## src/rtl/scale_pkg.sv

```systemverilog
// Shared types and constants for the display scale controller.
//   scale_t      : zoom mode encoding driven to the scaler
//   BUF_W/BUF_H  : camera frame-buffer geometry (240 x 320)
//   ADDR_W       : frame-buffer read address width
//   H_MAX_*/V_MAX_* : last in-window hcount/vcount per mode
//   next_scale() : zoom cycling order 1x -> 2x -> 8/3x -> 1x
package scale_pkg;

  typedef enum logic [1:0] {
    SCALE_1X   = 2'b00,
    SCALE_2X   = 2'b01,
    SCALE_8_3X = 2'b10,
    SCALE_RSVD = 2'b11
  } scale_t;

  localparam int unsigned BUF_W  = 240;
  localparam int unsigned BUF_H  = 320;
  localparam int unsigned ADDR_W = 17;

  localparam int unsigned H_MAX_1X   = 239;
  localparam int unsigned V_MAX_1X   = 319;
  localparam int unsigned H_MAX_2X   = 479;
  localparam int unsigned V_MAX_2X   = 639;
  localparam int unsigned H_MAX_8_3X = 639;
  localparam int unsigned V_MAX_8_3X = 852;

  function automatic scale_t next_scale(input scale_t cur);
    case (cur)
      SCALE_1X: next_scale = SCALE_2X;
      SCALE_2X: next_scale = SCALE_8_3X;
      default:  next_scale = SCALE_1X;
    endcase
  endfunction

endpackage

```

## src/rtl/scale_ctrl_debounce.sv

```systemverilog
// Zoom button conditioner: 2-flop synchronizer, consecutive-cycle debounce
// and rising-edge press detector.
//   clk_in      : pixel clock
//   rst_in      : asynchronous active-low reset
//   btn_in      : raw asynchronous button, 1 = pressed
//   press_pulse : one-cycle pulse when the debounced level goes 0 -> 1
module scale_ctrl_debounce #(
  parameter int unsigned DEBOUNCE_CYCLES = 1_000_000
) (
  input  logic clk_in,
  input  logic rst_in,
  input  logic btn_in,
  output logic press_pulse
);

  localparam int unsigned CNT_W = (DEBOUNCE_CYCLES > 1) ? $clog2(DEBOUNCE_CYCLES) : 1;
  localparam logic [CNT_W-1:0] CNT_LAST = CNT_W'(DEBOUNCE_CYCLES - 1);

  logic             sync1;
  logic             sync2;
  logic             stable;
  logic [CNT_W-1:0] cnt;

  // The counter only runs while the synced level disagrees with the stable
  // level; any cycle of agreement (a glitch back) clears it.
  always_ff @(posedge clk_in or negedge rst_in) begin
    if (!rst_in) begin
      sync1       <= 1'b0;
      sync2       <= 1'b0;
      stable      <= 1'b0;
      cnt         <= '0;
      press_pulse <= 1'b0;
    end else begin
      sync1       <= btn_in;
      sync2       <= sync1;
      press_pulse <= 1'b0;
      if (sync2 != stable) begin
        if (cnt == CNT_LAST) begin
          stable      <= sync2;
          cnt         <= '0;
          press_pulse <= sync2;
        end else begin
          cnt <= cnt + 1'b1;
        end
      end else begin
        cnt <= '0;
      end
    end
  end

endmodule

```

## src/rtl/scale_ctrl.sv

```systemverilog
// Camera display scale controller. Cycles the zoom mode on debounced
// button presses, commits it only at frame start, and produces the
// frame-buffer read address plus an in-window flag for each pixel.
//   clk_in        : pixel clock
//   rst_in        : asynchronous active-low reset
//   btn_in        : raw zoom button, 1 = pressed
//   new_frame_in  : one-cycle pulse at start of frame (in blanking)
//   hcount_in     : current horizontal pixel
//   vcount_in     : current vertical line
//   scale_out     : committed mode (00 1x, 01 2x, 10 8/3x)
//   pending_out   : requested mode differs from scale_out
//   addr_out      : read address sy*240 + sx, 2 cycles after hcount/vcount
//   in_window_out : pixel lies inside the current mode's window
module scale_ctrl
  import scale_pkg::*;
#(
  parameter int unsigned DEBOUNCE_CYCLES = 1_000_000
) (
  input  logic              clk_in,
  input  logic              rst_in,
  input  logic              btn_in,
  input  logic              new_frame_in,
  input  logic [10:0]       hcount_in,
  input  logic [9:0]        vcount_in,
  output logic [1:0]        scale_out,
  output logic              pending_out,
  output logic [ADDR_W-1:0] addr_out,
  output logic              in_window_out
);

  logic   press;
  scale_t scale_q;
  scale_t scale_d;
  scale_t target_q;
  scale_t target_d;

  scale_ctrl_debounce #(
    .DEBOUNCE_CYCLES(DEBOUNCE_CYCLES)
  ) u_debounce (
    .clk_in     (clk_in),
    .rst_in     (rst_in),
    .btn_in     (btn_in),
    .press_pulse(press)
  );

  // Commit reads the old target, so a press landing on the frame pulse
  // is deferred to the following frame.
  always_comb begin
    scale_d  = scale_q;
    target_d = target_q;
    if (new_frame_in) scale_d = target_q;
    if (press) target_d = next_scale(target_q);
  end

  always_ff @(posedge clk_in or negedge rst_in) begin
    if (!rst_in) begin
      scale_q     <= SCALE_1X;
      target_q    <= SCALE_1X;
      pending_out <= 1'b0;
    end else begin
      scale_q     <= scale_d;
      target_q    <= target_d;
      pending_out <= (target_d != scale_d);
    end
  end

  assign scale_out = scale_q;

  // Stage 1: window check and source coordinates in the committed mode.
  logic [12:0] h3;
  logic [11:0] v3;
  logic        win_d;
  logic [7:0]  sx_d;
  logic [8:0]  sy_d;
  logic        win1;
  logic [7:0]  sx1;
  logic [8:0]  sy1;

  always_comb begin
    h3    = ({2'b00, hcount_in} << 1) + {2'b00, hcount_in};
    v3    = ({2'b00, vcount_in} << 1) + {2'b00, vcount_in};
    win_d = 1'b0;
    sx_d  = '0;
    sy_d  = '0;
    case (scale_q)
      SCALE_1X: begin
        win_d = (hcount_in <= 11'(H_MAX_1X)) && (vcount_in <= 10'(V_MAX_1X));
        sx_d  = 8'(hcount_in);
        sy_d  = 9'(vcount_in);
      end
      SCALE_2X: begin
        win_d = (hcount_in <= 11'(H_MAX_2X)) && (vcount_in <= 10'(V_MAX_2X));
        sx_d  = 8'(hcount_in >> 1);
        sy_d  = 9'(vcount_in >> 1);
      end
      SCALE_8_3X: begin
        win_d = (hcount_in <= 11'(H_MAX_8_3X)) && (vcount_in <= 10'(V_MAX_8_3X));
        sx_d  = 8'(h3 >> 3);
        sy_d  = 9'(v3 >> 3);
      end
      default: win_d = 1'b0;
    endcase
    // Truncated coordinates are only meaningful inside the window.
    if (!win_d) begin
      sx_d = '0;
      sy_d = '0;
    end
  end

  // Stage 2: sy*240 + sx as sy*256 - sy*16 + sx.
  always_ff @(posedge clk_in or negedge rst_in) begin
    if (!rst_in) begin
      win1          <= 1'b0;
      sx1           <= '0;
      sy1           <= '0;
      addr_out      <= '0;
      in_window_out <= 1'b0;
    end else begin
      win1          <= win_d;
      sx1           <= sx_d;
      sy1           <= sy_d;
      in_window_out <= win1;
      if (win1)
        addr_out <= {sy1, 8'b0} - {4'b0, sy1, 4'b0} + {9'b0, sx1};
      else
        addr_out <= '0;
    end
  end

endmodule

```

## config.mk

```make
export PLATFORM = sky130hd
export DESIGN_NAME = scale_ctrl
export DESIGN_NICKNAME = d
export VERILOG_FILES = /design/src/rtl/scale_pkg.sv /design/src/rtl/scale_ctrl_debounce.sv /design/src/rtl/scale_ctrl.sv
export SDC_FILE = /design/constraint.sdc
export NUM_CORES = 1
export LEC_CHECK = 0
export BUFFER_PORTS_ARGS = -buffer_cell sky130_fd_sc_hd__buf_2
export CORE_ASPECT_RATIO = 0.8
export CORE_MARGIN = 1.5
export CORE_UTILIZATION = 60
export DETAILED_ROUTE_END_ITERATION = 12
export PLACE_DENSITY = 0.81
export RECOVER_POWER = 100
export SYNTH_ARGS = -nofsm -noshare
export SYNTH_HDL_FRONTEND = slang
export SYNTH_SLANG_ARGS = --single-unit
```

## constraint.sdc

```tcl
create_clock -name clk_in -period 3.55 [get_ports clk_in]
set_input_delay 0.355 -clock clk_in [delete_from_list [all_inputs] [get_ports clk_in]]
set_output_delay 0.355 -clock clk_in [all_outputs]
set_load 0.01 [all_outputs]
```

==> impl_metrics.env, run 1 <==
export IMPL_status="finished, violations left"
export IMPL_violations="DRC, capacitance limit, slew limit"
export IMPL_startpoint_type="flop"
export IMPL_fin_ws_ns=1.27
export IMPL_mostFrequentLayoutCell="dfrtp_1"
export IMPL_async_flop_share_pct=100
export IMPL_clk_latency_ns=0.34
export IMPL_clk_path_buf_depth=2
export IMPL_h_tree_depth=3
export IMPL_synth_area_sq_mm=0.00440
export IMPL_die_w_um=98.7
export IMPL_leakagePower_nw=2.38
export IMPL_overflow=0
export IMPL_dp_slack_ns=1.14
export IMPL_numPortBuffers=45
export IMPL_worstMarginPinSlew_ns=2.01
export IMPL_r2r_cells=4
export IMPL_max_vdd_ir_drop_v=0.000149
export IMPL_vias_per_cell=5.86
export IMPL_max_slew_margin_pct=-34.1
export IMPL_postCtsSetupBuffers=0
export IMPL_fillers=542
export IMPL_period_needed_ns=2.28
export IMPL_grt_util_all_layers_pct=25.5
export IMPL_clock_sinks=65
export IMPL_drt_iter0_drc=299
export IMPL_cp_arrival_ns=2.55
export IMPL_cts_buffers=9
export IMPL_drt_pass1_iterations=9
export IMPL_grt_setup_unrepaired="false"
export IMPL_path_clk_slew_ns=0.07
export IMPL_io_pins=46
export IMPL_yosys_warnings=0
export IMPL_rrSetupSlack_ns=1.27
export IMPL_wl_per_cell_um=15.5
export IMPL_final_cell_mix="65 x dfrtp_1, 49 x ha_1, 44 x nor2_1"
export IMPL_place_area_sq_mm=0.00471
export IMPL_cp_max_fo=20
export IMPL_layout_drive_gt1_share_pct=9.98
export IMPL_avgSynthCellArea_sq_um=9.42
export IMPL_finClkSkew_ns=0.00861
export IMPL_antenna_cells=0
export IMPL_powerDensity_mw_per_mm2=346
export IMPL_setup_violations=0
export IMPL_postCtsHoldBufs=0
export IMPL_gp_congestion=0.975
export IMPL_antenna_left=0
export IMPL_yosysUniqueCellTypes=62
export IMPL_grt_pass1_vias=3355
export IMPL_initial_core_util_pct=62.9
export IMPL_area_growth_pct=10.7
export IMPL_cp_required_ns=3.82
export IMPL_hold_path_cell_count=1
export IMPL_antenna_found_initial=0
export IMPL_worstSetupPathType="reg -> reg"
export IMPL_period_share_pct=64.2
export IMPL_synthFlopType="dfrtp_1"
export IMPL_tns_ns=0
export IMPL_finalNetCount=590
export IMPL_syn_inst=467
export IMPL_drc=5
export IMPL_r2r_end="sy1[3]"
export IMPL_yosys_register_bits=65
export IMPL_core_sq_mm=0.00699
export IMPL_rows=27
export IMPL_hold_violations=0
export IMPL_cts_tree="done"
export IMPL_vias=3560
export IMPL_max_freq_mhz=439
export IMPL_holdPathEnd="u_debounce.sync1"
export IMPL_cts_resized=0
export IMPL_critPathCaptureType="flop"
export IMPL_drv_cap=1
export IMPL_reg2reg_from="scale_out[1]"
export IMPL_synth_edf_count=0
export IMPL_cts_root_buffer="clkbuf_8"
export IMPL_routed_wl_um=9440
export IMPL_grt_pass1_wl_um=15900
export IMPL_worstHoldPathType="in -> reg"
export IMPL_dp_cells=592
export IMPL_die_area_sq_mm=0.00786
export IMPL_slew_violations=41
export IMPL_die_h_um=79.6
export IMPL_ys_seq_area_share_pct=37.0
export IMPL_whs_ns=0.117
export IMPL_hp_start="btn_in"
export IMPL_final_cells=608
export IMPL_postSynthNetCount=541
export IMPL_grt_max_degree=41
export IMPL_design_area_sq_mm=0.00487
export IMPL_dp_hpwl_um=6960
layer usage:
| layer | track usage, % | share of wire (%) |
|---|---|---|
| met3 | 5.60 | 7.3 |
| met5 | 0 | 0 |
| met1 | 36.5 | 47 |
| met2 | 39.0 | 44 |
| met4 | 7.00 | 1.1 |
how the worst max path moves through the flow:
stage | startpoint | endpoint | cells after the start
after CTS | sy1[2] | addr_out[16] | 8
after detailed placement | vcount_in[7] | sy1[6] | 9
final | scale_out[1] | sy1[3] | 4
after global placement | vcount_in[7] | sy1[7] | 9
after floorplan | hcount_in[1] | sx1[4] | 7
after global routing | scale_out[1] | sx1[4] | 4
critical path: stages (launching register included):
cell and delay, ns:
dfrtp_1 0.61, clkbuf_1 0.34, nand2b_1 0.31, o311ai_4 0.67
and3_1 0.27
power by group:
part / internal, mW / switching, mW / leakage, nW
sequential: 0.754 / 0.00847 / 0.896
clock: 0.341 / 0.278 / 0.0953
combinational: 0.123 / 0.179 / 1.39
total: 1.22 / 0.466 / 2.38
per-stage QoR:
step | utilization (%) | power, mW
after floorplan | - | 0.981
after global placement | 67.4 | 1.06
after detailed placement | 67.4 | 1.07
after CTS | 70.2 | 1.69
after global routing | 69.7 | 1.76
final | 69.7 | 1.68
cell usage after synthesis (6+ instances only):
| master | count | area [sq um] |
|---|---|---|
| nand2b_1 | 11 | 68.8 |
| and3_1 | 11 | 68.8 |
| a21oi_1 | 15 | 75.1 |
| xnor2_1 | 21 | 184 |
| and2_1 | 11 | 68.8 |
| a21o_1 | 9 | 67.6 |
| o22ai_1 | 6 | 37.5 |
| nor3_1 | 7 | 35.0 |
| nor2_1 | 44 | 165 |
| nand3_1 | 18 | 90.1 |
| inv_1 | 29 | 109 |
| dfrtp_1 | 65 | 1630 |
| clkbuf_1 | 8 | 30.0 |
| mux2i_1 | 7 | 70.1 |
| o211a_1 | 6 | 60.1 |
| nand2_1 | 36 | 135 |
| ha_1 | 49 | 613 |
| o21ai_0 | 9 | 45.0 |
| a31oi_1 | 6 | 37.5 |
| xor2_1 | 18 | 158 |
cells by family after synthesis:
| kind of cell | share of synthesized area, % |
|---|---|
| multiplexers | 2.62 |
| adder cells (fa/ha/maj) | 13.9 |
| buffers and inverters | 3.87 |
| AND/OR/NAND/NOR | 19.6 |
| AO/OA/AOI/OAI | 15.2 |
| XOR/XNOR | 7.76 |
| flip-flops | 37.0 |
final cells by class:
class	instances	area (sq um)	area share [%]
well taps	87	109	2.23
flip-flops and latches	65	1630	33.4
multi-input cells	359	2600	53.4
repair buffers	49	216	4.44
clock buffers	11	141	2.90
inverters	32	120	2.47
clock inverters	5	55.1	1.13
sequential cells by signal, summed over array words and instances, names as in the netlist:
signal                  cells
addr_out                   17
in_window_out               1
pending_out                 1
scale_out                   2
sx1                         8
sy1                         9
target_q                    2
u_debounce.cnt             20
u_debounce.press_pulse      1
u_debounce.stable           1
u_debounce.sync1            1
u_debounce.sync2            1
win1                        1
No activity file was read; power rests on OpenSTA's default activity.
==> run 2, diff against run 1 <==
--- a/config.mk
+++ b/config.mk
@@ -5,12 +5,13 @@
 export SDC_FILE = /design/constraint.sdc
 export NUM_CORES = 1
 export LEC_CHECK = 0
+export ABC_AREA = 1
 export BUFFER_PORTS_ARGS = -buffer_cell sky130_fd_sc_hd__buf_2
 export CORE_ASPECT_RATIO = 0.8
 export CORE_MARGIN = 1.5
-export CORE_UTILIZATION = 60
+export CORE_UTILIZATION = 55
 export DETAILED_ROUTE_END_ITERATION = 12
-export PLACE_DENSITY = 0.81
+export PLACE_DENSITY = 0.78
 export RECOVER_POWER = 100
 export SYNTH_ARGS = -nofsm -noshare
 export SYNTH_HDL_FRONTEND = slang
==> constraint.sdc (replaced) <==
create_clock -name clk_in -period 1.98 [get_ports clk_in]
set_input_delay 0.198 -clock clk_in [delete_from_list [all_inputs] [get_ports clk_in]]
set_output_delay 0.198 -clock clk_in [all_outputs]
set_load 0.01 [all_outputs]
==> run 2 against run 1 <==
  * Sequential power is 80% higher
  * Cell area rose by 16%
  * Non-clock buffer count increased by 4
  * Critical path type unchanged
  * Register-to-register slack worse by 1.1 ns
  * The flow now finishes without violations
==> impl_metrics.env, run 2 <==
export IMPL_antenna_cells=0
export IMPL_worstSetupPathType="reg -> reg"
export IMPL_crit_path_start="sy1[5]"
export IMPL_die_h_um=88.2
export IMPL_io_pins=46
export IMPL_dp_hpwl_um=9340
export IMPL_yosys_register_bits=65
export IMPL_synth_edf_count=0
export IMPL_clk_latency_ns=0.32
export IMPL_reg2reg_from="sy1[5]"
export IMPL_slew_violations=0
export IMPL_antenna_found_initial=0
export IMPL_hold_violations=0
export IMPL_r2r_end="addr_out[16]"
export IMPL_synth_top_family_by_area="simple AND/OR/NAND/NOR gates"
export IMPL_cts_tree="done"
export IMPL_gp_congestion=0.968
export IMPL_grt_pass1_wl_um=19900
export IMPL_layout_drive_gt1_share_pct=7.53
export IMPL_synth_area_top_cells="dfrtp_1 33%, nand2_1 14%, ha_1 12%"
export IMPL_yosysMostFrequentCell="nand2_1"
export IMPL_postCtsSetupBuffers=0
export IMPL_core_sq_mm=0.00863
export IMPL_holdPathEnd="scale_out[1]"
export IMPL_power_mw=3.71
export IMPL_clock_sinks=65
export IMPL_largest_register="u_debounce.cnt"
export IMPL_grt_max_degree=43
export IMPL_period_needed_ns=1.81
export IMPL_largestRegisters="u_debounce.cnt x20, addr_out x17, sy1 x9"
export IMPL_grt_pass1_vias=4293
export IMPL_cp_required_ns=2.19
export IMPL_wl_per_cell_um=13.2
export IMPL_tns_ns=0
export IMPL_drt_iter0_drc=367
export IMPL_final_cell_mix="185 x nand2_1, 122 x inv_1, 97 x nor2_1"
export IMPL_critPathCaptureType="flop"
export IMPL_postSynthNetCount=795
export IMPL_mostFrequentLayoutCell="nand2_1"
export IMPL_fillers=776
export IMPL_avgSynthCellArea_sq_um=6.92
export IMPL_yosys_warnings=0
export IMPL_synth_common_cells="184 x nand2_1, 120 x inv_1, 97 x nor2_1"
export IMPL_routed_wl_um=11800
export IMPL_syn_inst=721
export IMPL_period_share_pct=91.3
export IMPL_multi_input_area_sq_mm=0.00282
export IMPL_synth_top_cell_area_share_pct=32.6
export IMPL_leakagePower_nw=3.09
export IMPL_cts_root_buffer="clkbuf_16"
export IMPL_rrSetupSlack_ns=0.17
export IMPL_powerDensity_mw_per_mm2=656
export IMPL_hold_path_cell_count=2
export IMPL_die_area_sq_mm=0.00965
export IMPL_antenna_left=0
export IMPL_cp_max_fo=6
export IMPL_die_w_um=109
export IMPL_synth_area_sq_mm=0.00499
export IMPL_h_tree_depth=3
export IMPL_cp_arrival_ns=2.02
export IMPL_vias_per_cell=5.40
export IMPL_grt_util_all_layers_pct=26.2
export IMPL_grt_setup_unrepaired="false"
export IMPL_overflow=0
export IMPL_ys_seq_area_share_pct=32.6
export IMPL_max_slew_margin_pct=14.0
export IMPL_worstMarginPinSlew_ns=1.29
export IMPL_startpoint_type="flop"
export IMPL_drt_pass1_iterations=5
export IMPL_regArea_sq_mm=0.00163
export IMPL_synthAdderAreaFrac_pct=12.3
export IMPL_async_flop_share_pct=100
export IMPL_finalNetCount=853
export IMPL_vias=4840
export IMPL_setup_violations=0
export IMPL_max_vdd_ir_drop_v=0.000520
export IMPL_numPortBuffers=45
export IMPL_synthSimpleGateAreaFrac_pct=34.2
export IMPL_post_synth_top_area_cell="dfrtp_1"
export IMPL_path_clk_slew_ns=0.06
export IMPL_synthFlopType="dfrtp_1"
export IMPL_finClkSkew_ns=0.00718
export IMPL_status="complete, no violations"
export IMPL_worstHoldPathType="in -> reg"
export IMPL_initial_core_util_pct=57.8
export IMPL_synth_xor_area_share_pct=2.28
export IMPL_drv_cap=0
export IMPL_rows=30
export IMPL_largest_reg_flops=20
export IMPL_area_growth_pct=13.3
export IMPL_r2r_cells=8
export IMPL_max_freq_mhz=553
export IMPL_cts_buffers=9
export IMPL_drc=0
export IMPL_synth_compound_area_share_pct=8.46
export IMPL_clk_path_buf_depth=2
export IMPL_yosysUniqueCellTypes=37
export IMPL_synth_area_mux_share_pct=0
export IMPL_hp_start="new_frame_in"
-- run 2: cell count changes after synthesis, sizes merged, moves of 9 or more --
cell    previous run  this run
and2              11         1
a21oi             16        37
nand4              5        17
nand2b            11         0
inv               32       124
nor2              44       100
nand2             36       189
nand3             18        59
and3              12         0
a21o               9         0
xnor2             21         3
-- run 2: kinds of logic after synthesis --
kind of cell             count (synthesis)
XOR/XNOR                                13
AO/OA/AOI/OAI                           76
AND/OR/NAND/NOR                        387
flip-flops                              65
buffers and inverters                  131
adder cells (fa/ha/maj)                 49
-- run 2: area by class of cell --
cell class,instances,area share [%]
multi-input combinational,525,49.8
sequential,65,28.8
inverter,125,8.30
timing repair buffer,53,4.81
clock buffer,9,3.99
tap,112,2.48
clock inverter,7,1.82
-- run 2: worst max-delay path, stage by stage, from the launching register on --
cell      delay (ns)
dfrtp_1         0.38
inv_1           0.16
ha_1            0.32
a21oi_2         0.23
o21ai_0         0.13
a21boi_0        0.25
nand3_1         0.12
nand2_1         0.07
nor2_1          0.04
-- run 2: what timing repair did --
action | in CTS | in global routing
hold buffers | 2 | 0
setup endpoints to repair | 0 | 3
resized for setup | 0 | 1
endpoints found under the hold margin | 24 | 0
-- run 2: through the flow --
step	util (%)	setup WS, ns	hold WS, ns	cell area (sq um)	cells
floorplan	-	0.387	-0.0976	4990	721
global placement	62.2	0.231	0.201	5370	878
detailed placement	62.2	0.158	0.212	5370	878
CTS	66.2	0.135	0.173	5720	896
global route	65.4	0.00492	0.189	5650	896
finish	65.4	0.172	0.181	5650	896
-- run 2: where the power goes --
| group | leakage, nW | internal (mW) | switching, mW |
|---|---|---|---|
| Combinational | 2.04 | 0.219 | 0.426 |
| Sequential | 0.896 | 1.35 | 0.0151 |
| Clock | 0.157 | 1.11 | 0.579 |
| Total | 3.09 | 2.69 | 1.02 |
-- run 2: worst max path at each step --
stage	endpoint	slack, ns	depth (start not counted)
after floorplan	addr_out[16]	0.39	8
after global placement	sx1[3]	0.23	11
after detailed placement	addr_out[16]	0.16	8
after CTS	addr_out[16]	0.13	8
after global routing	addr_out[16]	0.005	8
final	addr_out[16]	0.17	8
-- run 2: routing by layer --
metal  up-vias  track usage, %  routed length (um)
met4         0            9.92                 155
li1       2406               -                   -
met2       202            39.5                5090
met5         -               0                   0
met3        13            4.02                 978
met1      2219            37.9                5570
==> run 3, diff against run 2 <==
--- a/config.mk
+++ b/config.mk
@@ -5,13 +5,12 @@
 export SDC_FILE = /design/constraint.sdc
 export NUM_CORES = 1
 export LEC_CHECK = 0
-export ABC_AREA = 1
 export BUFFER_PORTS_ARGS = -buffer_cell sky130_fd_sc_hd__buf_2
 export CORE_ASPECT_RATIO = 0.8
 export CORE_MARGIN = 1.5
-export CORE_UTILIZATION = 55
+export CORE_UTILIZATION = 54
 export DETAILED_ROUTE_END_ITERATION = 12
-export PLACE_DENSITY = 0.78
+export PLACE_DENSITY = 0.77
 export RECOVER_POWER = 100
 export SYNTH_ARGS = -nofsm -noshare
 export SYNTH_HDL_FRONTEND = slang
==> run 3 against run 2 <==
  * The run now ends with setup timing left
  * Die area decreased by 9.8%
  * Hold slack worse by 0.034 ns
  * First-iteration DRC count fell by 59%
  * Sequential share of layout area is 0.55 points higher
  * Global-route usage fell by 2.4 points
  * Total power decreased by 14%
  * Worst setup slack got worse by 0.19 ns
  * Wire length is 12% lower
  * Cell area down 1.9%
  * Count of clock-buffer cells in the layout did not move
  * Fmax is 9.4% lower
  * Largest cell class unchanged
==> impl_metrics.env, run 3 (synthesized netlist as in run 1, its figures left out) <==
export IMPL_h_tree_depth=3
export IMPL_leakagePower_nw=2.82
export IMPL_final_cells=693
export IMPL_worstHoldPathType="in -> reg"
export IMPL_cts_buffers=9
export IMPL_max_vdd_ir_drop_v=0.000384
export IMPL_drt_iter0_drc=151
export IMPL_numPortBuffers=45
export IMPL_cp_arrival_ns=2.27
export IMPL_hold_violations=0
export IMPL_tns_ns=-0.0166
export IMPL_largest_reg_flops=20
export IMPL_path_clk_slew_ns=0.08
export IMPL_holdPathEnd="scale_out[1]"
export IMPL_worstSetupPathType="reg -> reg"
export IMPL_die_h_um=83.7
export IMPL_antenna_cells=0
export IMPL_finalNetCount=654
export IMPL_critPathCaptureType="flop"
export IMPL_clk_path_buf_depth=2
export IMPL_wl_per_cell_um=15.0
export IMPL_area_growth_pct=26.0
export IMPL_cp_required_ns=2.25
export IMPL_dp_hpwl_um=7440
export IMPL_finClkSkew_ns=0.00841
export IMPL_vias_per_cell=5.56
export IMPL_core_sq_mm=0.00791
export IMPL_design_area_sq_mm=0.00555
export IMPL_largestRegisters="u_debounce.cnt x20, addr_out x17, sy1 x9"
export IMPL_grt_util_all_layers_pct=23.8
export IMPL_startpoint_type="flop"
export IMPL_max_freq_mhz=501
export IMPL_power_mw=3.20
export IMPL_hp_start="new_frame_in"
export IMPL_rrSetupSlack_ns=-0.02
export IMPL_cts_root_buffer="clkbuf_8"
export IMPL_place_area_sq_mm=0.00517
export IMPL_setup_violations=1
export IMPL_worstMarginPinSlew_ns=0.592
export IMPL_overflow=0
export IMPL_r2r_end="addr_out[16]"
export IMPL_largest_register="u_debounce.cnt"
export IMPL_powerDensity_mw_per_mm2=577
export IMPL_max_slew_margin_pct=60.5
export IMPL_grt_setup_unrepaired="true"
export IMPL_status="finished, violations left"
export IMPL_die_area_sq_mm=0.00870
export IMPL_die_w_um=104
export IMPL_grt_max_degree=41
export IMPL_gp_congestion=0.918
export IMPL_period_needed_ns=2.00
export IMPL_drc=0
export IMPL_violations="setup timing"
export IMPL_clock_sinks=65
export IMPL_post_route_util_pct=70.1
export IMPL_antenna_left=0
export IMPL_fin_ws_ns=-0.0166
export IMPL_rows=29
export IMPL_antenna_found_initial=0
export IMPL_drv_cap=0
export IMPL_initial_core_util_pct=55.6
export IMPL_slew_violations=0
export IMPL_io_pins=46
export IMPL_cp_max_fo=4
export IMPL_hold_path_cell_count=2
export IMPL_grt_pass1_vias=3587
export IMPL_drt_pass1_iterations=4
export IMPL_period_share_pct=101
export IMPL_r2r_cells=8
export IMPL_grt_pass1_wl_um=16800
export IMPL_whs_ns=0.147
export IMPL_dp_slack_ns=-0.135
export IMPL_routed_wl_um=10400
export IMPL_reg2reg_from="sy1[0]"
export IMPL_layout_drive_gt1_share_pct=26.7
export IMPL_final_cell_mix="65 x dfrtp_1, 64 x buf_4, 45 x buf_2"
export IMPL_clk_latency_ns=0.35
export IMPL_mostFrequentLayoutCell="dfrtp_1"
export IMPL_dp_cells=668
export IMPL_cts_tree="done"
export IMPL_vias=3851
run 3: worst max-delay path: stages, from the launching register on:
cell and delay, ns:
dfrtp_1 0.40, buf_4 0.16, ha_4 0.26, nand3_1 0.13, nand2_2 0.10, o2111ai_2 0.24
nand3_2 0.11, or3_4 0.35, mux2i_1 0.17
run 3: routing by layer:
| metal | up-vias | track usage (%) | share of wire [%] |
|---|---|---|---|
| met2 | 137 | 36.3 | 45 |
| met5 | - | 0 | 0 |
| li1 | 1862 | - | - |
| met3 | 22 | 4.84 | 5.9 |
| met1 | 1830 | 34.5 | 47 |
| met4 | 0 | 6.19 | 1.9 |
run 3: worst max path at each step:
| stage | start | end | slack, ns | depth (start not counted) |
|---|---|---|---|---|
| 6_report | sy1[0] | addr_out[16] | -0.02 | 8 |
| 5_1_grt | sy1[2] | addr_out[12] | -0.09 | 10 |
| 4_1_cts | sy1[0] | addr_out[16] | 0.005 | 8 |
| 3_5_place_dp | hcount_in[1] | sx1[4] | -0.13 | 8 |
| 3_3_place_gp | hcount_in[1] | sx1[4] | -0.11 | 8 |
| 2_1_floorplan | sy1[6] | addr_out[16] | 0.0002 | 8 |
run 3: layout make-up:
cell class / count / area (sq um)
timing repair buffer: 113 / 757
clock inverter: 7 / 78.8
fill: 628 / 2360
sequential: 65 / 1630
tap: 108 / 135
clock buffer: 9 / 124
inverter: 32 / 120
multi-input combinational: 359 / 2700
run 3: power breakdown:
group          switching (mW)  total, mW  internal [mW]
logic                   0.362      0.699          0.337
registers              0.0150       1.37           1.35
clock network           0.541       1.13          0.591
run 3: timing repair:
item / CTS / global route
gates resized for setup: 5 / 11
hold buffers: 2 / 0
endpoints found under the setup margin: 2 / 3
hold endpoints to repair: 26 / 0
pin swaps: 2 / 4
setup buffers: 1 / 6
